`src/rtl/mso_capture_pkg.sv`:
```
// Shared types for the MSO capture path: sequencer state encoding and default widths.
package mso_capture_pkg;

    localparam int DEFAULT_ADDR_WIDTH = 10;
    localparam int DEFAULT_AUTO_WIDTH = 16;

    localparam logic [2:0] ST_IDLE_ENC  = 3'd0;
    localparam logic [2:0] ST_PRE_ENC   = 3'd1;
    localparam logic [2:0] ST_ARMED_ENC = 3'd2;
    localparam logic [2:0] ST_POST_ENC  = 3'd3;
    localparam logic [2:0] ST_DONE_ENC  = 3'd4;

    typedef enum logic [2:0] {
        ST_IDLE  = ST_IDLE_ENC,
        ST_PRE   = ST_PRE_ENC,
        ST_ARMED = ST_ARMED_ENC,
        ST_POST  = ST_POST_ENC,
        ST_DONE  = ST_DONE_ENC
    } state_t;

endpackage

```
`src/rtl/capture_down_counter.sv`:
```
// Loadable down-counter that saturates at zero; load has priority over decrement.
// Flags are decoded from the registered count so they describe the current cycle.
module capture_down_counter #(
    parameter int WIDTH = 8
) (
    input  logic             clk,
    input  logic             rst,
    input  logic             load_i,
    input  logic [WIDTH-1:0] load_val_i,
    input  logic             dec_i,
    output logic             zero_o,
    output logic             one_o
);

    logic [WIDTH-1:0] count_q;
    logic [WIDTH-1:0] count_d;

    always_comb begin
        count_d = count_q;
        if (load_i) begin
            count_d = load_val_i;
        end else if (dec_i && (count_q != '0)) begin
            count_d = count_q - WIDTH'(1);
        end
    end

    always_ff @(posedge clk or posedge rst) begin
        if (rst) begin
            count_q <= '0;
        end else begin
            count_q <= count_d;
        end
    end

    assign zero_o = (count_q == '0);
    assign one_o  = (count_q == WIDTH'(1));

endmodule

```
`src/rtl/capture_sequencer.sv`:
```
// Runs one acquisition: pre-trigger fill, armed wait (with optional auto-force), post-trigger fill.
// Drives the circular capture-RAM write port and the trigger hub arm/reset controls.
module capture_sequencer
    import mso_capture_pkg::*;
#(
    parameter int ADDR_WIDTH = DEFAULT_ADDR_WIDTH,
    parameter int AUTO_WIDTH = DEFAULT_AUTO_WIDTH
) (
    input  logic                  clk,
    input  logic                  rst,
    input  logic                  start,
    input  logic                  abort,
    input  logic                  sample_en,
    input  logic [ADDR_WIDTH-1:0] pre_len,
    input  logic [ADDR_WIDTH-1:0] post_len,
    input  logic                  auto_en,
    input  logic [AUTO_WIDTH-1:0] auto_ticks,
    input  logic                  trig_in,
    output logic                  hub_arm,
    output logic                  hub_reset,
    output logic                  wr_en,
    output logic [ADDR_WIDTH-1:0] wr_addr,
    output logic [ADDR_WIDTH-1:0] trig_addr,
    output logic                  busy,
    output logic                  done,
    output logic                  forced
);

    state_t                state_q, state_d;
    logic [ADDR_WIDTH-1:0] wr_addr_q, wr_addr_d;
    logic [ADDR_WIDTH-1:0] trig_addr_q, trig_addr_d;
    logic                  forced_q, forced_d;
    logic                  auto_en_q, auto_en_d;
    logic                  hub_reset_q, hub_reset_d;
    logic                  hub_arm_q;
    logic                  done_q;

    logic busy_c;
    logic load_c;
    logic pre_dec, post_dec, auto_dec;
    logic pre_one, post_one, post_zero, auto_zero;
    logic pre_zero_unused, auto_one_unused;

    assign busy_c = (state_q == ST_PRE) || (state_q == ST_ARMED) || (state_q == ST_POST);

    // All three counters are (re)loaded by an accepted start, so the lengths are latched there.
    capture_down_counter #(.WIDTH(ADDR_WIDTH)) u_pre_cnt (
        .clk        (clk),
        .rst        (rst),
        .load_i     (load_c),
        .load_val_i (pre_len),
        .dec_i      (pre_dec),
        .zero_o     (pre_zero_unused),
        .one_o      (pre_one)
    );

    capture_down_counter #(.WIDTH(ADDR_WIDTH)) u_post_cnt (
        .clk        (clk),
        .rst        (rst),
        .load_i     (load_c),
        .load_val_i (post_len),
        .dec_i      (post_dec),
        .zero_o     (post_zero),
        .one_o      (post_one)
    );

    capture_down_counter #(.WIDTH(AUTO_WIDTH)) u_auto_cnt (
        .clk        (clk),
        .rst        (rst),
        .load_i     (load_c),
        .load_val_i (auto_ticks),
        .dec_i      (auto_dec),
        .zero_o     (auto_zero),
        .one_o      (auto_one_unused)
    );

    always_comb begin
        state_d     = state_q;
        wr_addr_d   = (sample_en && busy_c) ? wr_addr_q + ADDR_WIDTH'(1) : wr_addr_q;
        trig_addr_d = trig_addr_q;
        forced_d    = forced_q;
        auto_en_d   = auto_en_q;
        hub_reset_d = 1'b0;
        load_c      = 1'b0;
        pre_dec     = 1'b0;
        post_dec    = 1'b0;
        auto_dec    = 1'b0;

        if (abort) begin
            state_d     = ST_IDLE;
            forced_d    = 1'b0;
            hub_reset_d = 1'b1;
        end else begin
            case (state_q)
                ST_IDLE, ST_DONE: begin
                    if (start) begin
                        load_c      = 1'b1;
                        auto_en_d   = auto_en;
                        wr_addr_d   = '0;
                        forced_d    = 1'b0;
                        hub_reset_d = 1'b1;
                        state_d     = (pre_len != '0) ? ST_PRE : ST_ARMED;
                    end
                end
                ST_PRE: begin
                    if (sample_en) begin
                        pre_dec = 1'b1;
                        if (pre_one) begin
                            state_d = ST_ARMED;
                        end
                    end
                end
                ST_ARMED: begin
                    // A real trigger on the timeout strobe still counts as genuine.
                    if (sample_en) begin
                        if (trig_in || (auto_en_q && auto_zero)) begin
                            trig_addr_d = wr_addr_q;
                            forced_d    = ~trig_in;
                            state_d     = post_zero ? ST_DONE : ST_POST;
                        end else if (auto_en_q) begin
                            auto_dec = 1'b1;
                        end
                    end
                end
                ST_POST: begin
                    if (sample_en) begin
                        post_dec = 1'b1;
                        if (post_one) begin
                            state_d = ST_DONE;
                        end
                    end
                end
                default: begin
                    state_d = ST_IDLE;
                end
            endcase
        end
    end

    always_ff @(posedge clk or posedge rst) begin
        if (rst) begin
            state_q     <= ST_IDLE;
            wr_addr_q   <= '0;
            trig_addr_q <= '0;
            forced_q    <= 1'b0;
            auto_en_q   <= 1'b0;
            hub_reset_q <= 1'b0;
            hub_arm_q   <= 1'b0;
            done_q      <= 1'b0;
        end else begin
            state_q     <= state_d;
            wr_addr_q   <= wr_addr_d;
            trig_addr_q <= trig_addr_d;
            forced_q    <= forced_d;
            auto_en_q   <= auto_en_d;
            hub_reset_q <= hub_reset_d;
            hub_arm_q   <= (state_d == ST_ARMED);
            done_q      <= (state_d == ST_DONE);
        end
    end

    assign wr_en     = sample_en & busy_c;
    assign wr_addr   = wr_addr_q;
    assign trig_addr = trig_addr_q;
    assign busy      = busy_c;
    assign done      = done_q;
    assign forced    = forced_q;
    assign hub_arm   = hub_arm_q;
    assign hub_reset = hub_reset_q;

endmodule

```
`config.mk`:
```
export PLATFORM = sky130hd
export DESIGN_NAME = capture_sequencer
export DESIGN_NICKNAME = d
export VERILOG_FILES = /design/src/rtl/mso_capture_pkg.sv /design/src/rtl/capture_down_counter.sv /design/src/rtl/capture_sequencer.sv
export SDC_FILE = /design/constraint.sdc
export NUM_CORES = 1
export LEC_CHECK = 0
export CAP_MARGIN = 5
export CORE_ASPECT_RATIO = 1.4
export CORE_MARGIN = 5
export CORE_UTILIZATION = 52
export CTS_CLUSTER_DIAMETER = 120
export DETAILED_ROUTE_END_ITERATION = 6
export GPL_TIMING_DRIVEN = 0
export PLACE_DENSITY_LB_ADDON = 0.08
export REMOVE_ABC_BUFFERS = 1
export SETUP_SLACK_MARGIN = 0.4
export SLEW_MARGIN = 30
export SYNTH_ARGS = -nofsm -noshare
export SYNTH_HDL_FRONTEND = slang
export SYNTH_SLANG_ARGS = --single-unit
```
`constraint.sdc`:
```
create_clock -name clk -period 2.61 [get_ports clk]
set_input_delay 0.522 -clock clk [delete_from_list [all_inputs] [get_ports clk]]
set_output_delay 0.522 -clock clk [all_outputs]
set_load 0.02 [all_outputs]
```
==> run metrics, run 1 <==
CP startpoint u_post_cnt.count_q[4]; VDD IR-drop max about 0.41 mV; sequential fraction of the synthesis area 44.9%; Area contributors post-synth dfrtp_1, nand2_1, xnor2_1, ha_1, mux2_1; antenna-violating nets left 0; Buf+Inv Stages, Crit Path 0; Synth top area share 44.9%; Post-synth EDFFs 0; launching point of the worst reg2reg path u_post_cnt.count_q[4]; startpoint types flop; largest net degree at the start of global routing 39; Die Height 108 um; actual slew at the worst max-slew pin 0.467 ns; P_leak between 1.5 and 2 nW; MaxCap Viol Count 0; critical path class reg2reg; drt pass-1 iters 4; top_reg_cell synth dfrtp_1; first-pass GRT wire length 13,800 um; cts hold-fix bufs 0; Root Driver clkbuf_8; Die ar. between 8000 and 9000 um2; RSZ-0062 raised after global routing no; Initial Utilization 53.9%; CTS Buffer Depth 2; WL final 8240 um; post-synthesis register bit count 64; Max transition margin 68.6%; status finished clean; synthesized area 3560 um2; final setup fails 0; CTS H-tree lvls 3; vias in the first global route 3,083; worst stage delay on the critical path 0.59 ns; Worst-path clk slew 0.07 ns; Residual DRC 0; post-DP HPWL 5990 um; Final Cycle Share 81.2%; post-route total power around 0.003 W; Req. time, crit path 2.85 ns; hold path start trig_addr[6]; Clk Latency, worst-skew pair 0.34 ns; core area roughly 6600 um2; wire length per cell 15.1 um; initial DRC count 144; WHS 0.493 ns; slowest stage cell, crit path or4_4; Post-Syn Instances roughly 380; syn avg cell area 9.48 um2; pwr dens 616 nW/um2; layout cells sized above 1 a little over a tenth; total number of vias 3,091; crit-path max FO 7; grt total ovfl 0; Pins Over Slew Limit 0; Layout area overhead 33.2%; vias per inst 5.66; final RePlAce weighted congestion a little over 0.8; hold crit path type reg2reg; I/O pins slightly below 70; nets@finish 501; Critical Path, Cell by Cell or4_4, nor3_2, nor2_1, or4b_1, a211oi_2; pre-CTS setup slack -0.265 ns; Fin Clk Skew around 0.014 ns; largest area contributor in the netlist dfrtp_1; Critical Path AT between 2 and 2.5 ns; gr usage total about a fifth; Inst Count DP around 530; Critical Path End Type flop; Rows 35; f_max 0.472 GHz; CTS buffer count 9; initial antenna violation count 0; # clock sinks 64; Final Hold Fails 0; delay-heaviest family, CP simple AND/OR/NAND/NOR gates; Synth Warn # 0; final std cells w/o fill between 500 and 600; crit path time final 2.12 ns; Async SR Flop Fraction 100%; IO Port Bufs slightly below 70; Distinct cells, synth 57; final worst setup slack 0.489 ns; Die W roughly 80 um; highest-count cells in the layout ignoring fill and taps dfrtp_1, clkdlybuf4s50_1, nand2_1; CTS tree yes; # diodes 0
[cells by family (layout without fill, tap and decap cells)]
kind of cell	count (synthesis)	after routing	share of synthesized area, %
DFF	64	64	44.9
and+or+nand+nor	167	167	25.9
muxes	13	13	4.04
adders and majority gates	9	9	3.16
xor gates and xnor gates	27	27	6.63
AOI/OAI and AO/OA	72	72	12.8
buffers and inverters	24	102	2.60
[metal layers]
layer	vias up	global-route usage (%)	share of wire [%]
met5	-	0	0
met4	0	6.04	1.4
met3	11	4.83	5.0
met2	75	36.6	53
met1	1499	23.1	40
li1	1506	-	-
[sequential cells by signal, indices dropped and copies added, names as in the netlist, 3 cells and up]
signal and cells:
u_auto_cnt.count_q 16, trig_addr 10, u_post_cnt.count_q 10, u_pre_cnt.count_q 10
wr_addr 10, state_q 3
[what timing repair did]
action	in CTS	in global routing
gates resized for setup	14	9
buffers inserted	1	3
endpoints found under the setup margin	37	18
hold endpoints to repair	0	0
pin swaps	2	3
gates cloned	0	0
[synthesized netlist by cell type, types with 2 or more instances]
cell type   n
xor2_1     12
nand4b_1    2
a211oi_1    2
nor2b_1     2
and2_1      3
nor3_1      8
nand3_1    11
nand2b_1    6
nand4_1    12
or2_2       3
buf_2       2
a221o_1     2
or3b_1      2
nor4_2      4
o21ai_1    20
nand2_1    47
mux2i_1     2
a21oi_1    18
or4_1       3
o211ai_1    2
a31oi_1     3
nor4_1     15
nor4b_1     4
o31ai_1     2
o21ai_0    10
or3_1       9
dfrtp_1    64
nand3b_1    3
ha_1        9
xnor2_1    15
inv_1      11
nor2_1     24
clkbuf_1   11
mux2_1     10
[where the power goes]
part	total (W)	internal, W	switching [W]
clock network	0.00106	0.000661	0.000394
registers	0.00129	0.00112	0.000170
logic	0.000582	0.000290	0.000291
total	0.00293	0.00207	0.000855
[per-stage QoR]
step	setup TNS (ns)	utilization [%]	instance area [um2]
after floorplan	-20.08	-	3510
after global placement	-122.63	65.2	4310
after detailed placement	-1.99	66.5	4390
after CTS	0	70.9	4690
after global routing	0	71.8	4750
final	0	71.8	4750
[area by class of cell]
cell class | count | area, um2
multi-input combinational | 288 | 1960
inverter | 11 | 43.8
tap | 92 | 115
clock buffer | 11 | 141
fill | 513 | 1860
timing repair buffer | 75 | 783
sequential | 64 | 1600
clock inverter | 5 | 104
[worst paths after layout]
path                                        end  slack [ns]  cells past startpoint
max                                     hub_arm        0.49                      5
min                                trig_addr[6]        0.49                      1
max reg2reg                             hub_arm        0.49                      5
min reg2reg                        trig_addr[6]        0.49                      1
max in group asynchronous  u_pre_cnt.count_q[5]        1.58                      3
min in group asynchronous            wr_addr[7]        0.52                      2
No activity file was read; power rests on OpenSTA's default activity.
==> run 2, diff against run 1 <==
==> constraint.sdc (replaced) <==
create_clock -name clk -period 2.1 [get_ports clk]
set_input_delay 0.42 -clock clk [delete_from_list [all_inputs] [get_ports clk]]
set_output_delay 0.42 -clock clk [all_outputs]
set_load 0.02 [all_outputs]
==> run 2 against run 1 <==
Net effect: largest power group unchanged; power increased by 40%; critical endpoint is now trig_addr[6]; combinational power grew 89%; critical path depth is 1 higher.
==> run metrics, run 2 (synthesis gave the netlist of run 1 again) <==
status finished clean (unchanged); Die ar. 8630 um2 (unchanged); Placed Instance Area 4390 um2 (unchanged); first-pass GRT wire length 17,700 um (was 13,800 um); Top reg by flops u_auto_cnt.count_q (unchanged); VDD IR-drop max 0.527 mV (was 0.410 mV); Die W 80.0 um (unchanged); IO Port Bufs 68 (unchanged); I/O pins 69 (unchanged); Max transition margin 61.1% (was 68.6%); CTS Buffer Depth 2 (unchanged); pwr dens 706 nW/um2 (was 616 nW/um2); number of flip-flops under the largest register name 16 (unchanged); delay-heaviest family, CP simple AND/OR/NAND/NOR gates (unchanged); CTS buffer count 9 (unchanged); f_max 0.490 GHz (was 0.472 GHz); Initial Utilization 53.9% (unchanged); drt pass-1 iters 7 (was 4); Residual DRC 0 (unchanged); # clock sinks 64 (unchanged); Critical Path End Type flop (unchanged); crit-path max FO 5 (was 7); grt total ovfl 0 (unchanged); WL final 12,700 um (was 8240 um); CTS tree yes (unchanged); slowest stage cell, crit path dfrtp_1 (was or4_4); WHS 0.408 ns (was 0.493 ns); Buf+Inv Stages, Crit Path 1 (was 0); # diodes 0 (unchanged); vias in the first global route 3,675 (was 3,083); gr usage total 26.2% (was 20.2%); actual slew at the worst max-slew pin 0.578 ns (was 0.467 ns); antenna-violating nets left 0 (unchanged); Layout area overhead 62.8% (was 33.2%); Req. time, crit path 2.33 ns (was 2.85 ns); total number of vias 3,693 (was 3,091); hold crit path type in2async (was reg2reg); Pins Over Slew Limit 0 (unchanged); initial DRC count 309 (was 144); crit path time final 2.04 ns (was 2.12 ns); setup TNS 0 ns (unchanged); worst stage delay on the critical path 0.45 ns (was 0.59 ns); Critical Path AT 2.27 ns (was 2.36 ns); commonest non-fill, non-tap cell in the layout dfrtp_1; MaxCap Viol Count 0 (unchanged); Clk Latency, worst-skew pair 0.35 ns (was 0.34 ns); largest net degree at the start of global routing 39 (unchanged); critical path class reg2reg (unchanged); Fin Clk Skew 0.0145 ns (was 0.0143 ns); Die Height 108 um (unchanged); post-DP HPWL 5990 um (unchanged); nets@finish 566 (was 501); highest-count cells in the layout ignoring fill and taps dfrtp_1, nand2_1, buf_4 (was dfrtp_1, clkdlybuf4s50_1, nand2_1); CTS H-tree lvls 3 (unchanged); P_leak 2.45 nW (was 1.89 nW); cts hold-fix bufs 0 (unchanged); wire length per cell 20.7 um (was 15.1 um); layout cells sized above 1 37.2% (was 10.8%); final setup fails 0 (unchanged); final RePlAce weighted congestion 0.808 (unchanged); startpoint types flop (unchanged); initial antenna violation count 0 (unchanged); Worst-path clk slew 0.08 ns (was 0.07 ns); Final Hold Fails 0 (unchanged); Final Cycle Share 97.1% (was 81.2%); Rows 35 (unchanged); core area 6610 um2 (unchanged); Critical Path, Cell by Cell nor4_4, nand4_1, buf_4, a21boi_4, nand2b_4, mux2_4 (was or4_4, nor3_2, nor2_1, or4b_1, a211oi_2); final instance area 5800 um2 (was 4750 um2); RSZ-0062 raised after global routing yes (was no); vias per inst 6.04 (was 5.66); Root Driver clkbuf_8 (unchanged)
-- run 2: power by group --
| group | total [W] | internal [W] | leakage (nW) | switching (W) |
|---|---|---|---|---|
| Sequential | 0.00166 | 0.00140 | 0.806 | 0.000265 |
| Combinational | 0.00110 | 0.000540 | 1.52 | 0.000558 |
| Clock | 0.00134 | 0.000822 | 0.124 | 0.000519 |
| Total | 0.00410 | 0.00276 | 2.45 | 0.00134 |
-- run 2: stage by stage --
step                      power, W  cells  setup WS [ns]  util (%)
after floorplan            0.00202    363          -1.04         -
after global placement     0.00226    523          -2.61      65.2
after detailed placement   0.00230    526         -0.673      66.5
after CTS                  0.00388    591          0.130      81.7
after global routing       0.00425    611        -0.0332      87.8
final                      0.00410    611         0.0610      87.8
-- run 2: path summary, 6_finish.rpt --
| kind | start | end | slack [ns] | cells past startpoint |
|---|---|---|---|---|
| worst max-delay path | u_auto_cnt.count_q[14] | trig_addr[6] | 0.06 | 6 |
| worst min-delay path | rst | trig_addr[9] | 0.41 | 2 |
| worst max register to register | u_auto_cnt.count_q[14] | trig_addr[6] | 0.06 | 6 |
| worst min register to register | trig_addr[5] | trig_addr[5] | 0.51 | 1 |
| max in group asynchronous | rst | state_q[0] | 1.15 | 3 |
| min in group clk | trig_addr[5] | trig_addr[5] | 0.51 | 1 |
-- run 2: routing by layer --
metal / vias up / track usage (%) / part of all wire, %
li1: 1653 / - / -
met2: 152 / 46.5 / 53
met5: - / 0 / 0
met4: 0 / 11.4 / 4.4
met3: 53 / 5.83 / 5.0
met1: 1835 / 29.8 / 38
-- run 2: timing repair --
action	4_1_cts	5_1_grt
pin swaps	39	29
buffers inserted	46	18
gates cloned	3	2
setup endpoints to repair	88	64
resized for setup	138	57
-- run 2: area by class of cell --
type | count | area, um2
clock inverters | 5 | 104
fillers | 302 | 808
inverters | 11 | 43.8
flip-flops and latches | 64 | 1620
repair buffers | 136 | 1320
multi-input cells | 292 | 2460
clock buffers | 11 | 141
well taps | 92 | 115
